--- src/rtl/ram_march_tester.sv ---
// March-test BIST initiator for a single-port RAM with combinational read.
// Runs FILL, UP_RW, DOWN_RW, ADDR_W, ADDR_R and reports the first mismatch.
module ram_march_tester #(
    parameter int SIZE  = 8,
    parameter int WIDTH = $clog2(SIZE)
) (
    input  logic             clk,
    input  logic             rst_n,
    input  logic             start,
    output logic             busy,
    output logic             done,
    output logic             pass,
    output logic [2:0]       fail_phase,
    output logic [WIDTH-1:0] fail_addr,
    output logic [15:0]      fail_expected,
    output logic [15:0]      fail_actual,
    output logic [WIDTH-1:0] ram_address,
    output logic [15:0]      ram_in,
    output logic             ram_load,
    input  logic [15:0]      ram_out
);

    typedef enum logic [2:0] {
        IDLE    = 3'd0,
        FILL    = 3'd1,
        UP_RW   = 3'd2,
        DOWN_RW = 3'd3,
        ADDR_W  = 3'd4,
        ADDR_R  = 3'd5
    } state_t;

    localparam logic [WIDTH-1:0] LAST = WIDTH'(SIZE - 1);

    state_t           state;
    logic [WIDTH-1:0] next_addr;
    logic [15:0]      expected;
    logic             is_read;
    logic             mismatch;

    // In the read/write phases ram_load doubles as the sub-step marker.
    always_comb begin
        next_addr = ram_address + WIDTH'(1);
        expected  = '0;
        is_read   = 1'b0;
        case (state)
            UP_RW:   begin expected = '0; is_read = !ram_load; end
            DOWN_RW: begin expected = '1; is_read = !ram_load; end
            ADDR_R:  begin expected = 16'hA5A5 ^ 16'(ram_address); is_read = 1'b1; end
            default: ;
        endcase
        mismatch = is_read && (ram_out != expected);
    end

    always_ff @(posedge clk or negedge rst_n) begin
        if (!rst_n) begin
            state         <= IDLE;
            busy          <= 1'b0;
            done          <= 1'b0;
            pass          <= 1'b0;
            fail_phase    <= '0;
            fail_addr     <= '0;
            fail_expected <= '0;
            fail_actual   <= '0;
            ram_address   <= '0;
            ram_in        <= '0;
            ram_load      <= 1'b0;
        end else if (mismatch) begin
            fail_phase    <= state;
            fail_addr     <= ram_address;
            fail_expected <= expected;
            fail_actual   <= ram_out;
            pass          <= 1'b0;
            done          <= 1'b1;
            busy          <= 1'b0;
            ram_load      <= 1'b0;
            state         <= IDLE;
        end else begin
            case (state)
                IDLE: begin
                    ram_load <= 1'b0;
                    if (start) begin
                        state         <= FILL;
                        busy          <= 1'b1;
                        done          <= 1'b0;
                        pass          <= 1'b0;
                        fail_phase    <= '0;
                        fail_addr     <= '0;
                        fail_expected <= '0;
                        fail_actual   <= '0;
                        ram_address   <= '0;
                        ram_in        <= '0;
                        ram_load      <= 1'b1;
                    end
                end
                FILL: begin
                    if (ram_address == LAST) begin
                        state       <= UP_RW;
                        ram_address <= '0;
                        ram_load    <= 1'b0;
                    end else begin
                        ram_address <= next_addr;
                    end
                end
                UP_RW: begin
                    if (!ram_load) begin
                        ram_load <= 1'b1;
                        ram_in   <= '1;
                    end else begin
                        ram_load <= 1'b0;
                        if (ram_address == LAST) state <= DOWN_RW;
                        else                     ram_address <= next_addr;
                    end
                end
                DOWN_RW: begin
                    if (!ram_load) begin
                        ram_load <= 1'b1;
                        ram_in   <= '0;
                    end else if (ram_address == '0) begin
                        state    <= ADDR_W;
                        ram_in   <= 16'hA5A5;
                    end else begin
                        ram_address <= ram_address - WIDTH'(1);
                        ram_load    <= 1'b0;
                    end
                end
                ADDR_W: begin
                    if (ram_address == LAST) begin
                        state       <= ADDR_R;
                        ram_address <= '0;
                        ram_load    <= 1'b0;
                    end else begin
                        ram_address <= next_addr;
                        ram_in      <= 16'hA5A5 ^ 16'(next_addr);
                    end
                end
                ADDR_R: begin
                    if (ram_address == LAST) begin
                        state <= IDLE;
                        busy  <= 1'b0;
                        done  <= 1'b1;
                        pass  <= 1'b1;
                    end else begin
                        ram_address <= next_addr;
                    end
                end
                default: state <= IDLE;
            endcase
        end
    end

endmodule
--- config.mk ---
export PLATFORM = sky130hd
export DESIGN_NAME = ram_march_tester
export DESIGN_NICKNAME = d
export VERILOG_FILES = /design/src/rtl/ram_march_tester.sv
export SDC_FILE = /design/constraint.sdc
export NUM_CORES = 1
export LEC_CHECK = 0
export ABC_AREA = 1
export CORE_ASPECT_RATIO = 0.75
export CORE_UTILIZATION = 36
export DETAILED_ROUTE_END_ITERATION = 12
export PLACE_DENSITY = 0.7
export SLEW_MARGIN = 15
export SYNTH_ARGS = -nofsm -noshare
export SYNTH_HDL_FRONTEND = slang
export SYNTH_SLANG_ARGS = --single-unit
export TNS_END_PERCENT = 100
--- constraint.sdc ---
create_clock -name clk -period 2.3 [get_ports clk]
set_clock_uncertainty 0.1 [all_clocks]
set_input_delay 0.46 -clock clk [delete_from_list [all_inputs] [get_ports clk]]
set_output_delay 0.46 -clock clk [all_outputs]
set_load 0.02 [all_outputs]
==> results.tsv, run 1 <==
metric	value	unit
antenna viol nets, final	0	
Die H	74.9	µm
Hold WC Path Type	in2async	
Layout Nets	404	
RePlAce Congestion	0.829	
CTS Root Cell	clkbuf_8	
Pwr Total	4.43	mW
Die Width	99.2	µm
# Post-CTS Setup Buffers	0	
P per Cell Area	1330	mW/mm²
Slew headroom	64.4	%
fin crit period	2130	ps
Worst setup SP type	register	
setup_tns	0	ps
fin. max-slew vios	0	
flops & latches, synth	42	
RSZ-0062 raised after global routing	no	
largest net degree at the start of global routing	43	
maximum VDD drop	0.686	mV
vias in the first global route	2051	
Initial Utilization	37.4	%
H-Tree Depth	2	
CTS sink cnt	42	
row count	26	
Synth-to-Final Area Change	30.5	%
die area	0.00743	mm²
Synth top area share	41.2	%
r2r worst-path depth	13	
Arrival @ worst endpoint	2220	ps
clock slew at reported path FFs	80	ps
global-route wire length before repair	10200	µm
final hold violation count	0	
Area contributors post-synth	dfrtp_1, nand2_1, nand3_1	
routed wire length	6240	µm
global route overflow	0	
Worst-Skew Late Latency	300	ps
Post-route DRC	0	
Syn Std Cell Area	0.00255	mm²
most frequent cell after synthesis	nand2_1	
Reg2Reg Setup Slack	170	ps
Max Fclk	470	MHz
R2R Path End	ram_address[2]	
post-synthesis average cell area	7.85	µm²
fin worst setup slack	174	ps
Via density	4.80	
origin of the critical flop-to-flop path	state[1]	
# setup viols final	0	
Top Usage Layer GRT	met1	
post-DP HPWL	4590	µm
CP max FO	14	
gate count of the mapped netlist	325	
asr flop ratio synth	100	%
met3 Track Usage GR	3.34	%
clock tree from TritonCTS	done	
status	completed	
initial antenna violation count	0	
M1 GR Usage	27.3	%
Seq/Total Area, Yosys	41.2	%
Yosys Warn Count	0	
GR Util met2	25.0	%
ant diodes	0	
worst endpoint required time	2390	ps
Critical Path Sink Type	register	
io pins	80	
max_cap viols	0	
Clock Path Buffers	2	
leakage	1.69	nW
PortBufs	79	
critical path class	reg2reg	
CTS Buf Count	5	
fin crit share	92.4	%
Post-synth EDFFs	0	
Tot GR Track Use	17.8	%
detailed-route via count	2239	
Yosys cell types	32	
most used flip-flop cell after synthesis	dfrtp_1	
Commonest cells post-synth	nand2_1, dfrtp_1, nand3_1, buf_4, inv_1	
DR iter-0 viols	139	
share of layout cells above drive strength 1	10.2	%
drt wl/cell	13.4	µm
core area	0.00683	mm²
Tightest Pin Transition	533	ps
Yosys top cell by area	dfrtp_1	
worst slack, placed	-18.0	ps
syn_nets	348	
drt pass-1 iters	4	
## routing by layer
layer  vias up  wire [µm]
li1       1129          -
met1      1024       3320
met2        80       2540
met3         6        318
met4         0         65
met5         -          0
## cells by family after synthesis
group / count (synthesis) / synth area share, %
AO/OA/AOI/OAI: 20 / 4.51
AND/OR/NAND/NOR: 201 / 37.4
adder cells (fa/ha/maj): 4 / 1.96
buffers and inverters: 57 / 14.6
multiplexers: 1 / 0.392
flip-flops: 42 / 41.2
## final cells by class
class | count | area, µm²
fillers | 719 | 3500
multi-input cells | 226 | 1130
flip-flops and latches | 42 | 1050
repair buffers | 85 | 856
well taps | 84 | 105
inverters | 21 | 83.8
clock buffers | 7 | 76.3
clock inverters | 1 | 30.0
## stage by stage
step                      hold WS (ps)  cell area [µm²]  utilization (%)  cells
after floorplan                   64.4             2550                -    325
after global placement             366             3220             47.2    458
after detailed placement           362             3220             47.2    458
after CTS                          142             3330             48.7    466
after global routing               179             3330             48.8    466
final                              126             3330             48.8    466
## layout by cell type (no fill, tap or decap), drive strengths merged
cell / netlist / layout
nand3: 52 / 52
o31ai: 2 / 2
clkbuf: 2 / 7
clkdlybuf4s50: 0 / 78
and3: 1 / 1
nand4: 2 / 2
dfrtp: 42 / 42
a41oi: 1 / 1
inv: 21 / 21
bufinv: 0 / 1
a21oi: 7 / 7
ha: 4 / 4
o211ai: 1 / 1
nand2: 125 / 125
nor2: 20 / 20
o21ai: 9 / 9
mux2i: 1 / 1
or2: 1 / 1
buf: 34 / 7
## state kept, by name, summed over array words and instances (netlist names)
name,count
state,3
busy,1
fail_expected,5
fail_phase,3
pass,1
fail_actual,16
ram_load,1
fail_addr,3
ram_in,5
ram_address,3
done,1
## worst max-delay path, stage by stage, from the launching register on
cell and delay, ps:
dfrtp_1 570, buf_4 200, nand2_2 60, nor2_4 150, nand2_1 70, nand2_1 90
nand2_1 60, nor2_1 120, nand3_2 110, nand2_4 120, buf_12 140, nand2_1 90
nand2_1 90, nand2_1 60
## worst max-delay path by stage
stage / start / to / slack (ps)
after floorplan: ram_address[0] / ram_in[14] / 420
after global placement: ram_out[12] / fail_actual[8] / -6
after detailed placement: ram_out[11] / fail_actual[8] / -20
after CTS: state[1] / fail_actual[8] / 110
after global routing: state[1] / ram_address[2] / 1
final: state[1] / ram_address[2] / 170
## repair_timing
| action | in CTS | in global routing |
|---|---|---|
| gates resized for setup | 0 | 2 |
| endpoints found under the setup margin | 0 | 15 |
| hold buffers | 0 | 0 |
## where the power goes
group / internal (mW) / switching, mW
Clock: 0.325 / 0.258
Combinational: 1.06 / 1.55
Sequential: 0.991 / 0.234
No activity file was read; power rests on OpenSTA's default activity.
==> run 2, diff against run 1 <==
--- a/config.mk
+++ b/config.mk
@@ -7,9 +7,9 @@
 export LEC_CHECK = 0
 export ABC_AREA = 1
 export CORE_ASPECT_RATIO = 0.75
-export CORE_UTILIZATION = 36
+export CORE_UTILIZATION = 47
 export DETAILED_ROUTE_END_ITERATION = 12
-export PLACE_DENSITY = 0.7
+export PLACE_DENSITY = 0.86
 export SLEW_MARGIN = 15
 export SYNTH_ARGS = -nofsm -noshare
 export SYNTH_HDL_FRONTEND = slang
==> run 2 against run 1 <==
Power down 2.7%. Global-route usage up 4.5 points. Critical endpoint is now fail_phase[0]. Sequential power about the same.
==> results.tsv, run 2 (synthesis results as in run 1) <==
metric	value	unit	change
share of layout cells above drive strength 1	11.2	%	+1.0 points
final hold violation count	0		unchanged
top flop regs	fail_actual: 16 flops, fail_expected: 5 flops, ram_in: 5 flops		
DR iter-0 viols	126		-9.4%
Reg2Reg Setup Slack	190	ps	about the same
# setup viols final	0		unchanged
drt wl/cell	13.3	µm	-0.91%
worst slack, placed	-6.61	ps	+11.4 ps
r2r worst-path depth	12		-1
cell mode on critical path	nand2_1		
Tightest Pin Transition	517	ps	-16.2 ps
RSZ-0062 raised after global routing	no		
# Post-CTS Setup Buffers	0		unchanged
maximum VDD drop	0.795	mV	+16%
fin. max-slew vios	0		unchanged
CTS Buf Count	5		unchanged
clock tree from TritonCTS	done		
post_cts resized	0		unchanged
antenna viol nets, final	0		unchanged
leakage	1.68	nW	-0.39%
origin of the critical flop-to-flop path	state[0]		
ant diodes	0		unchanged
Synth-to-Final Area Change	29.6	%	
CP max stage delay	520	ps	-50 ps
critical path class	reg2reg		
Worst setup SP type	register		
post-DP HPWL	4540	µm	-0.92%
Worst-Skew Late Latency	300	ps	about the same
Placed Instances	447		-2.4%
routed wire length	6040	µm	-3.3%
chain of cells forming the critical path	buf_4 > nand2_2 > nor2_4 > nand2_1 > nand2_1 > nand2_1 > nor2_1 > nand3_2 > nand2_4 > inv_2 > nand2_1 > nand2_1		
Critical Path Sink Type	register		
Pwr Total	4.30	mW	-2.7%
Arrival @ worst endpoint	2210	ps	about the same
drt pass-1 iters	4		unchanged
vias in the first global route	2068		+0.83%
PortBufs	79		unchanged
commonest non-fill, non-tap cells in the layout	nand2_1, clkdlybuf4s50_1, dfrtp_1		
CP max FO	31		+17
Clock Path Buffers	2		unchanged
clock slew at reported path FFs	90	ps	about the same
crit path from	state[0]		
global route overflow	0		unchanged
Hold-fix buffers, CTS	0		unchanged
delay-heaviest family, CP	simple AND/OR/NAND/NOR gates		
io pins	80		unchanged
H-Tree Depth	2		unchanged
P per Cell Area	1300	mW/mm²	-2.0%
status	completed		
CP Buf/Inv Count	2		unchanged
Layout Nets	405		+0.25%
fin worst setup slack	189	ps	+14.3 ps
final cell count without fillers	455		-2.4%
CTS sink cnt	42		unchanged
global-route wire length before repair	9870	µm	-3.4%
slowest cell on the critical path	dfrtp_1		
Largest register FFs	16		unchanged
Via density	4.96		+3.2%
Hold WC Path Type	in2async		
RePlAce Congestion	0.907		+9.4%
largest net degree at the start of global routing	32		-26%
Die Width	87.1	µm	-12%
Initial Utilization	50.4	%	+13 points
Tot GR Track Use	22.3	%	+4.5 points
fin crit share	91.8	%	-0.62 points
detailed-route via count	2257		+0.80%
Post-route DRC	0		unchanged
worst endpoint required time	2400	ps	about the same
initial antenna violation count	0		unchanged
CTS Root Cell	clkbuf_8		
Core Util, Final	65.3	%	+17 points
Slew headroom	65.5	%	+1.1 points
core area	0.00506	mm²	-26%
die area	0.00573	mm²	-23%
critical path depth in cells	12		-1
max_cap viols	0		unchanged
fin crit period	2110	ps	-14.3 ps
Die H	65.8	µm	-12%
Max Fclk	474	MHz	+0.68%
row count	22		-15%
Largest Register	fail_actual		
most common cell after layout, fill and taps aside	nand2_1		
## run 2: metrics by stage
stage	cell area (µm²)	TNS [ps]	hold slack, ps
after detailed placement	3220	-14.0	356
final	3310	0	16.4
after CTS	3310	0	21.8
after floorplan	2550	0	64.4
after global placement	3220	0	350
after global routing	3310	0	51.4
## run 2: per-layer routing
layer	part of all wire (%)	wire [µm]	up-vias	GRT usage, %
li1	-	-	1133	-
met1	47	2810	1030	30.4
met2	46	2800	84	35.7
met3	6.0	365	10	5.12
met4	1.1	65	0	6.15
met5	0	0	-	0
## run 2: path summary, 6_finish.rpt
kind / end
worst max-delay path: fail_phase[0]
worst min-delay path: fail_actual[7]
min in group clk: ram_in[0]
worst min register to register: ram_in[0]
worst max register to register: fail_phase[0]
max in group asynchronous: ram_address[0]
## run 2: cell type report
cell class / instances / area (µm²)
fill: 447 / 1760
multi-input combinational: 226 / 1130
sequential: 42 / 1050
timing repair buffer: 86 / 863
tap: 72 / 90.1
inverter: 21 / 81.3
clock buffer: 5 / 68.8
clock inverter: 3 / 21.3
## run 2: where the power goes
group / leakage (nW) / internal, mW / switching, mW
combinational: 1.08 / 1.05 / 1.54
sequential: 0.556 / 0.993 / 0.230
clock: 0.0441 / 0.213 / 0.274
==> run 3, diff against run 2 <==
--- a/config.mk
+++ b/config.mk
@@ -7,9 +7,12 @@
 export LEC_CHECK = 0
 export ABC_AREA = 1
 export CORE_ASPECT_RATIO = 0.75
+export CORE_MARGIN = 1.5
 export CORE_UTILIZATION = 47
 export DETAILED_ROUTE_END_ITERATION = 12
+export GPL_TIMING_DRIVEN = 0
 export PLACE_DENSITY = 0.86
+export REMOVE_ABC_BUFFERS = 1
 export SLEW_MARGIN = 15
 export SYNTH_ARGS = -nofsm -noshare
 export SYNTH_HDL_FRONTEND = slang
==> run 3 against run 2 <==
Final cell count shrank 0.44%. Largest power group unchanged. Combinational power down 5%. First-iteration DRC count decreased by 19%. Critical endpoint is now fail_expected[13]. Cell area fell by 0.61%. Highest routed layer unchanged. Wire length decreased by 7.8%.
==> results.tsv, run 3 (synthesis results as in run 1) <==
metric	value	unit	change
status	completed		
Clock Path Buffers	2		unchanged
largest net degree at the start of global routing	41		+28%
dpl cell area	0.00316	mm²	-1.7%
Tightest Pin Transition	1030	ps	+512 ps
post-DP HPWL	4040	µm	-11%
Via density	4.88		-1.6%
worst slack, placed	-489	ps	-482 ps
Die H	66.8	µm	+1.5%
fin crit period	2160	ps	+46.6 ps
Critical Path Sink Type	register		
CP Buf/Inv Count	2		unchanged
Worst-Skew Late Latency	290	ps	about the same
Slew headroom	31.3	%	-34 points
final cell count without fillers	453		-0.44%
slowest cell on the critical path	dfrtp_2		
fin worst setup slack	142	ps	-46.6 ps
CTS Buf Count	5		unchanged
H-Tree Depth	2		unchanged
core area	0.00530	mm²	+4.5%
Hold Worst Slack	382	ps	+366 ps
met3 routed WL	351	µm	-3.8%
Placed Instances	444		-0.67%
setup_tns	0	ps	unchanged
critical path class	reg2reg		
top flop regs	fail_actual: 16 flops, fail_expected: 5 flops, ram_in: 5 flops		
origin of the critical flop-to-flop path	state[2]		
drt pass-1 iters	4		unchanged
FILL cells	493		+10%
max_cap viols	0		unchanged
cell mode on critical path	nand2_1		
Pwr Total	4.23	mW	-1.7%
DR iter-0 viols	102		-19%
Hold WC Path Type	reg2reg		
Die Width	88.1	µm	+1.1%
delay-heaviest family, CP	simple AND/OR/NAND/NOR gates		
Core Util, Final	62.1	%	-3.2 points
Layout Nets	400		-1.2%
initial antenna violation count	0		unchanged
final hold violation count	0		unchanged
io pins	80		unchanged
Largest Register	fail_actual		
row count	23		+4.5%
Worst setup SP type	register		
Largest register FFs	16		unchanged
RSZ-0062 raised after global routing	no		
worst endpoint required time	2380	ps	-20 ps
routed wire length	5570	µm	-7.8%
chain of cells forming the critical path	inv_2 > nand3_4 > nand3_1 > nand2_1 > nand2_1 > nor2_1 > nand3_2 > nand2_8 > inv_8 > nand2_1 > nand2_1		
share of layout cells above drive strength 1	10.3	%	-0.91 points
vias in the first global route	1988		-3.9%
maximum VDD drop	0.694	mV	-13%
most common cell after layout, fill and taps aside	nand2_1		
fin. max-slew vios	0		unchanged
HP Start	ram_in[0]		
Synth-to-Final Area Change	28.8	%	
CP max stage delay	550	ps	+30 ps
DR WL met2	2650	µm	-5.4%
P per Cell Area	1290	mW/mm²	-1.1%
Tot GR Track Use	20.5	%	-1.8 points
wl on met1	2530	µm	-10%
commonest non-fill, non-tap cells in the layout	nand2_1, clkdlybuf4s50_1, nand3_1, dfrtp_1, inv_1		
global-route wire length before repair	9380	µm	-5.0%
clock slew at reported path FFs	80	ps	about the same
Post-route DRC	0		unchanged
clock tree from TritonCTS	done		
global route overflow	0		unchanged
post-route cell area	0.00329	mm²	-0.61%
Arrival @ worst endpoint	2240	ps	+30 ps
# setup viols final	0		unchanged
max layer used	met4		
RePlAce Congestion	0.895		-1.3%
ant diodes	0		unchanged
Max Fclk	463	MHz	-2.2%
die area	0.00589	mm²	+2.7%
Initial Utilization	48.2	%	-2.2 points
drt wl/cell	12.3	µm	-7.4%
antenna viol nets, final	0		unchanged
crit path from	state[2]		
detailed-route via count	2212		-2.0%
CTS Root Cell	clkbuf_8		
CTS sink cnt	42		unchanged
leakage	1.66	nW	-1.6%
fin crit share	93.8	%	+2.0 points
CP max FO	40		+29%
PortBufs	79		unchanged
## run 3: changes by cell type in the layout (fill, tap and decap cells not counted)
cell           previous run  this run
buf_4                     5         0
dfrtp_1                  41        39
dfrtp_2                   1         3
buf_12                    2         1
clkbuf_8                  5         6
clkinv_4                  1         0
dlygate4sd3_1             0         1
inv_2                     2         1
inv_8                     0         1
nand2_4                   2         1
nand2_8                   0         1
## run 3: worst paths after layout
| check | end | slack, ps | depth (start not counted) |
|---|---|---|---|
| max | fail_expected[13] | 140 | 11 |
| min | ram_in[0] | 380 | 2 |
| max reg2reg | fail_expected[13] | 140 | 11 |
| min reg2reg | ram_in[0] | 380 | 2 |
| max in group asynchronous | state[2] | 1160 | 3 |
| min in group asynchronous | ram_address[0] | 470 | 2 |
## run 3: per-layer routing
layer  vias to the layer above  GRT usage [%]
li1                       1123              -
met1                      1014           27.6
met2                        71           34.0
met3                         4           4.09
met4                         0           5.08
met5                         -              0
## run 3: repair_timing
item / in CTS / in global routing
pin swaps: 0 / 0
setup endpoints to repair: 40 / 34
gates resized for setup: 3 / 4
hold buffers: 1 / 0
buffers inserted: 0 / 0
hold endpoints to repair: 10 / 0
## run 3: cell type report
class	count	area [µm²]	share of cell area [%]
multi-input combinational	226	1140	34.6
tap	75	93.8	2.85
sequential	42	1050	32.1
inverter	21	88.8	2.70
clock inverter	2	12.5	0.381
clock buffer	6	82.6	2.51
timing repair buffer	81	816	24.8
## run 3: power by group
part           switching (mW)  internal [mW]  total (mW)
clock network           0.260          0.241       0.501
logic                    1.49          0.982        2.47
registers               0.266          0.996        1.26
## run 3: worst reg2reg max path: stages, from the launching register on
cell and delay [ps]:
dfrtp_2 550, inv_2 120, nand3_4 180, nand3_1 100, nand2_1 70, nand2_1 50
nor2_1 120, nand3_2 140, nand2_8 270, inv_8 140, nand2_1 130, nand2_1 70
